===== config.mk =====
export PLATFORM = sky130hd
export DESIGN_NAME = counter_seq_ctrl_flat
export DESIGN_NICKNAME = d
export VERILOG_FILES = /design/src/rtl/counter_seq_pkg.sv /design/src/rtl/counter_seq_ctrl_if.sv /design/src/rtl/tick_prescaler.sv /design/src/rtl/counter_seq_ctrl.sv /design/src/flat_wrapper.sv
export SDC_FILE = /design/constraint.sdc
export NUM_CORES = 1
export LEC_CHECK = 0
export ABC_AREA = 1
export CORE_MARGIN = 5
export CORE_UTILIZATION = 40
export CTS_CLUSTER_DIAMETER = 60
export CTS_CLUSTER_SIZE = 28
export DETAILED_ROUTE_END_ITERATION = 7
export HOLD_SLACK_MARGIN = 0.08
export PLACE_DENSITY = 0.69
export SYNTH_ARGS = -nofsm -noshare
export SYNTH_HDL_FRONTEND = slang
export SYNTH_HIERARCHICAL = 1
export SYNTH_SLANG_ARGS = --single-unit

===== constraint.sdc =====
create_clock -name clk -period 1.91 [get_ports clk]
set_input_delay 0.382 -clock clk [delete_from_list [all_inputs] [get_ports clk]]
set_output_delay 0.382 -clock clk [all_outputs]
set_load 0.02 [all_outputs]

===== src/rtl/counter_seq_pkg.sv =====
// Shared types and command encodings for the counter sequencing controller.
package counter_seq_pkg;

  typedef enum logic [1:0] {
    IDLE = 2'd0,
    RUN  = 2'd1,
    STEP = 2'd2,
    HALT = 2'd3
  } state_t;

  localparam logic [1:0] OP_STOP  = 2'b00;
  localparam logic [1:0] OP_START = 2'b01;
  localparam logic [1:0] OP_STEP  = 2'b10;
  localparam logic [1:0] OP_LOAD  = 2'b11;

endpackage


===== src/rtl/counter_seq_ctrl_if.sv =====
// Command handshake bundle between the pin decoder (master) and the controller (slave).
interface counter_seq_ctrl_if #(
  parameter int WIDTH = 4
) ();

  logic             cmd_valid;
  logic             cmd_ready;
  logic [1:0]       cmd_op;
  logic [WIDTH-1:0] cmd_data;

  modport master (
    output cmd_valid,
    output cmd_op,
    output cmd_data,
    input  cmd_ready
  );

  modport slave (
    input  cmd_valid,
    input  cmd_op,
    input  cmd_data,
    output cmd_ready
  );

endinterface


===== src/rtl/tick_prescaler.sv =====
// Free-running tick generator; period is max(div,1)+1 cycles, restarted by clr.
module tick_prescaler #(
  parameter int PRESC_W = 8
) (
  input  logic               clk,
  input  logic               rst_n,
  input  logic               clr,
  input  logic [PRESC_W-1:0] div,
  output logic               tick
);

  logic [PRESC_W-1:0] count;
  logic [PRESC_W-1:0] limit;

  // A divider of 0 is treated as 1 so the datapath always gets a settle cycle.
  always_comb begin
    limit = (div == '0) ? PRESC_W'(1) : div;
    tick  = !clr && (count == limit);
  end

  always_ff @(posedge clk or negedge rst_n) begin
    if (!rst_n) begin
      count <= '0;
    end else if (clr || (count >= limit)) begin
      count <= '0;
    end else begin
      count <= count + PRESC_W'(1);
    end
  end

endmodule


===== src/rtl/counter_seq_ctrl.sv =====
// Sequences an external up/down counter: command FSM, prescaled ticks, terminal handling.
module counter_seq_ctrl
  import counter_seq_pkg::*;
#(
  parameter int WIDTH   = 4,
  parameter int PRESC_W = 8
) (
  input  logic                clk,
  input  logic                rst_n,
  counter_seq_ctrl_if.slave   cmd,
  input  logic                dir_up,
  input  logic                wrap_en,
  input  logic [PRESC_W-1:0]  presc_div,
  input  logic [WIDTH-1:0]    cnt_q,
  output logic                cnt_en,
  output logic                cnt_up,
  output logic                cnt_load,
  output logic [WIDTH-1:0]    load_val,
  output logic                tc_pulse,
  output logic                running
);

  state_t           state, state_n;
  logic             en_n, up_n, load_n, tc_n, running_n;
  logic [WIDTH-1:0] lv_n;
  logic             accept, clr, tick, do_tick, terminal;

  tick_prescaler #(
    .PRESC_W(PRESC_W)
  ) u_presc (
    .clk  (clk),
    .rst_n(rst_n),
    .clr  (clr),
    .div  (presc_div),
    .tick (tick)
  );

  always_comb begin
    cmd.cmd_ready = (state != STEP);
  end

  always_comb begin
    state_n  = state;
    en_n     = 1'b0;
    load_n   = 1'b0;
    tc_n     = 1'b0;
    up_n     = cnt_up;
    lv_n     = load_val;
    do_tick  = 1'b0;
    accept   = cmd.cmd_valid && cmd.cmd_ready;
    clr      = (state == IDLE) || (state == HALT);
    terminal = cnt_up ? (cnt_q == '1) : (cnt_q == '0);

    case (state)
      IDLE, HALT: begin
        if (accept) begin
          case (cmd.cmd_op)
            OP_START: begin state_n = RUN;  up_n = dir_up; end
            OP_STEP:  begin state_n = STEP; up_n = dir_up; end
            OP_LOAD:  begin state_n = IDLE; load_n = 1'b1; lv_n = cmd.cmd_data; end
            default:  state_n = IDLE;
          endcase
        end
      end
      RUN: begin
        // Any accepted command swallows a coincident tick.
        if (accept) begin
          case (cmd.cmd_op)
            OP_STOP:  state_n = IDLE;
            OP_START: begin clr = 1'b1; up_n = dir_up; end
            OP_LOAD:  begin load_n = 1'b1; lv_n = cmd.cmd_data; end
            default:  ;
          endcase
        end else begin
          do_tick = tick;
        end
      end
      STEP: begin
        if (tick) begin
          state_n = IDLE;
          do_tick = 1'b1;
        end
      end
      default: state_n = IDLE;
    endcase

    if (do_tick) begin
      en_n = !terminal || wrap_en;
      tc_n = terminal;
      if (terminal && !wrap_en) state_n = HALT;
    end

    running_n = (state_n == RUN) || (state_n == STEP);
  end

  always_ff @(posedge clk or negedge rst_n) begin
    if (!rst_n) begin
      state    <= IDLE;
      cnt_en   <= 1'b0;
      cnt_up   <= 1'b0;
      cnt_load <= 1'b0;
      load_val <= '0;
      tc_pulse <= 1'b0;
      running  <= 1'b0;
    end else begin
      state    <= state_n;
      cnt_en   <= en_n;
      cnt_up   <= up_n;
      cnt_load <= load_n;
      load_val <= lv_n;
      tc_pulse <= tc_n;
      running  <= running_n;
    end
  end

endmodule

===== src/flat_wrapper.sv =====
// flat-port wrapper written by rule: the top's interface ports become plain ports
module counter_seq_ctrl_flat import counter_seq_pkg::*;
#(
  parameter int WIDTH   = 4,
  parameter int PRESC_W = 8
)
  (clk, rst_n, dir_up, wrap_en, presc_div, cnt_q, cnt_en, cnt_up, cnt_load, load_val, tc_pulse, running, cmd_cmd_valid, cmd_cmd_op, cmd_cmd_data, cmd_cmd_ready);
  counter_seq_ctrl_if #(.WIDTH(WIDTH)) cmd_i ();
  input  logic clk;
  input  logic rst_n;
  input  logic dir_up;
  input  logic wrap_en;
  input  logic [PRESC_W-1:0] presc_div;
  input  logic [WIDTH-1:0] cnt_q;
  output logic cnt_en;
  output logic cnt_up;
  output logic cnt_load;
  output logic [WIDTH-1:0] load_val;
  output logic tc_pulse;
  output logic running;
  input wire logic [$bits(cmd_i.cmd_valid)-1:0] cmd_cmd_valid;
  input wire logic [$bits(cmd_i.cmd_op)-1:0] cmd_cmd_op;
  input wire logic [$bits(cmd_i.cmd_data)-1:0] cmd_cmd_data;
  output wire logic [$bits(cmd_i.cmd_ready)-1:0] cmd_cmd_ready;
  assign cmd_i.cmd_valid = cmd_cmd_valid;
  assign cmd_i.cmd_op = cmd_cmd_op;
  assign cmd_i.cmd_data = cmd_cmd_data;
  assign cmd_cmd_ready = cmd_i.cmd_ready;
  counter_seq_ctrl #(.WIDTH(WIDTH), .PRESC_W(PRESC_W)) u_core (.clk(clk), .rst_n(rst_n), .cmd(cmd_i), .dir_up(dir_up), .wrap_en(wrap_en), .presc_div(presc_div), .cnt_q(cnt_q), .cnt_en(cnt_en), .cnt_up(cnt_up), .cnt_load(cnt_load), .load_val(load_val), .tc_pulse(tc_pulse), .running(running));
endmodule

==> summary.md <==
| Metric | Value |
|---|---|
| Initial DRC Count | 36 |
| Largest net degree at the start of global routing | 20 |
| Critical Path Sink Type | register |
| Initial antenna violation count | 0 |
| Number of port buffers | 32 |
| Async SR Flop Fraction | 100% |
| Tot GR Track Use | between 10% and 20% |
| Logic pwr share | about 60% |
| Outcome | completed |
| Hold Crit Class | input pin to asynchronous set/reset pin |
| GR Layer Usage met3 | 2.96% |
| Post-synth net total | approximately 230 |
| Max-Slew Margin vs Limit | 80.9% |
| Worst-margin pin slew | about 0.29 ns |
| Hold_ws | 0.402 ns |
| Ys flop type | dfrtp_1 |
| Die area | 0.00466 sq mm |
| Insertion delay to the later sink of the worst-skew pair | 0.29 ns |
| Commonest non-fill, non-tap cell in the layout | nand2_1 |
| Max Freq | approximately 0.57 GHz |
| Root Driver | clkbuf_4 |
| Final slew viol count | 0 |
| Crit path time final | 1.77 ns |
| CTS clk-pin slew, worst paths | 0.11 ns |
| Clock buffer depth | 2 |
| Crit Path Max Fanout | 4 |
| Switch share | 42.3% |
| Pre-antenna DRT Iters | 4 |
| Final setup vio count | 0 |
| Flops & latches, synth | 19 |
| Avg Cell Area, Syn | around 7.3 sq um |
| Routed WL | 3040 um |
| Die width | 68.2 um |
| Int Power | between 1000 and 1500 uW |
| Fin area | 0.00197 sq mm |
| Post-synthesis sequential area ratio | a little over a third |
| Total gr overflow | 0 |
| Row Count | 21 |
| Final worst setup slack | 0.141 ns |
| TritonCTS buffer count | 3 |
| Commonest non-fill, non-tap cells in the layout | nand2_1 (50), inv_1 (33), clkdlybuf4s50_1 (22) |
| Data arrival, critical path | 1.96 ns |
| Clk pwr share | between 10% and 20% |
| Worst Clk Skew | 0.00670 ns |
| Max-cap viol count | 0 |
| WL per Instance | 10.5 um |
| Detailed Place HPWL | between 2000 and 2500 um |
| Residual DRC | 0 |
| Mapped Area | 0.00136 sq mm |
| Antenna Violating Nets Remaining | 0 |
| Pleak | 0.00105 uW |
| CTS tree | done |
| Final hold vios | 0 |
| Ports | 33 |
| Register area | 475 sq um |
| VDD IR-drop max | 0.549 mV |
| Core Region | between 0.003 and 0.004 sq mm |
| Clock tree sinks | 19 |
| Layout area overhead | 44.9% |
| EDFF count, synth | 0 |
| Vias in the first global route | 1213 |
| Yosys warnings | 6 |
| Vias post-DR | 1279 |
| First-pass GRT wire length | 5140 um |
| Setup CP Type | register to register |
| Fillers | around 340 |
| Met1 Use GR | around a fifth |
| Share of layout cells above drive strength 1 | a little over a fifth |
| M2 GR Usage | between 20% and 30% |
| Final period utilization | a little over 90% |
| Area of the multi-input gates | 793 sq um |
| Area after DPL | roughly 0.0019 sq mm |
| Power share of the sequential group | between 20% and 30% |
| Nets | 283 |
| Synth Instances | 187 |
| Overall die height | around 70 um |
| GR peak layer | met2 |
| Post-DR vias/cell | roughly 4.4 |
| Worst Reg-to-Reg Cells | 10 |
| PwrDens | 1000 mW/mm^2 |
| Diode count | 0 |
| Netlist cell types | 22 |
| Startpoint Class | register |
| Routability congestion estimate | 0.791 |
| CTS H-Tree Depth | 1 |
| Starting Density | 41.0% |
| Sw power | between 800 and 900 uW |
| Dpl ws | -0.447 ns |
| WP data required | 2.10 ns |
metrics by stage:
stage / setup TNS (ns) / util [%] / cells / total power [uW]
3_3_place_gp: -3.55 / 56.5 / 283 / 1700
3_5_place_dp: -3.96 / 56.5 / 283 / 1710
4_1_cts: 0 / 57.7 / 287 / 1930
6_report: 0 / 59.4 / 289 / 1970
2_1_floorplan: 0 / - / 187 / 1200
5_1_grt: -0.0120 / 59.4 / 289 / 2150
power groups by stage:
stage	logic (uW)	registers, uW	clock network [uW]
after floorplan	550	647	0
after global placement	1110	582	0
after detailed placement	1120	583	0
after CTS	1150	577	211
after global routing	1330	590	229
final	1200	573	201
critical path: stages (launching register included):
cell	delay, ns
dfrtp_1	0.45
ha_4	0.29
nand2_1	0.05
inv_1	0.07
nand2_2	0.07
nor3_2	0.19
nand2_1	0.09
nor2_2	0.17
nand3_2	0.14
nand3_2	0.10
nand2_1	0.04
state kept, by name, summed over array words and instances, names as in the netlist:
| register | count |
|---|---|
| u_core/running | 1 |
| u_core/load_val | 4 |
| u_core/state | 2 |
| u_core/cnt_up | 1 |
| u_core/tc_pulse | 1 |
| u_core/cnt_en | 1 |
| u_core/u_presc/count | 8 |
| u_core/cnt_load | 1 |
cell type report:
cell class / instances / share of cell area, %
Clock buffer: 3 / 1.15
Timing Repair Buffer: 52 / 23.7
Tap cell: 46 / 2.93
Sequential cell: 19 / 24.2
Multi-Input combinational cell: 129 / 40.4
Clock inverter: 1 / 0.255
Inverter: 39 / 7.45
worst paths after layout:
check                                         from  slack (ns)                 endpoint
max reg2reg                u_core/u_presc/count[7]        0.14           u_core/running
max                        u_core/u_presc/count[7]        0.14           u_core/running
min in group clk                u_core/load_val[2]        0.49       u_core/load_val[2]
min reg2reg                     u_core/load_val[2]        0.49       u_core/load_val[2]
max in group asynchronous                    rst_n        1.30          u_core/state[0]
min                                          rst_n        0.40  u_core/u_presc/count[5]
synthesized netlist by cell type (2+ instances only):
library cell,instances,area [sq um]
a21oi_1,5,25.0
dfrtp_1,19,475
ha_1,16,200
inv_1,36,135
inv_2,3,11.3
nand2_1,53,199
nand2_2,2,12.5
nand3_1,10,50.1
nand4_1,3,18.8
nor2_1,22,82.6
nor2_2,4,25.0
o21ai_0,2,10.0
o21bai_1,2,15.0
xor2_1,2,17.5
kinds of logic after synthesis:
family          after synthesis  share of synthesized area (%)
compound gates               11                           4.80
xor+xnor                      3                           1.94
fa+ha+maj                    16                           14.8
buf+inv                      39                           10.8
flops                        19                           35.1
simple gates                 99                           32.7
routing by layer:
| metal | vias to the layer above | routed length, um |
|---|---|---|
| met2 | 20 | 1470 |
| li1 | 682 | - |
| met4 | 0 | 21 |
| met1 | 575 | 1430 |
| met5 | - | 0 |
| met3 | 2 | 119 |
what timing repair did:
| item | CTS | global route |
|---|---|---|
| buffers inserted | 0 | 2 |
| hold buffers | 0 | 0 |
| hold endpoints to repair | 0 | 0 |
| endpoints found under the setup margin | 5 | 12 |
| resized for setup | 17 | 11 |
| pin swaps | 12 | 9 |
Note: power is estimated with default switching activity, not from simulation.
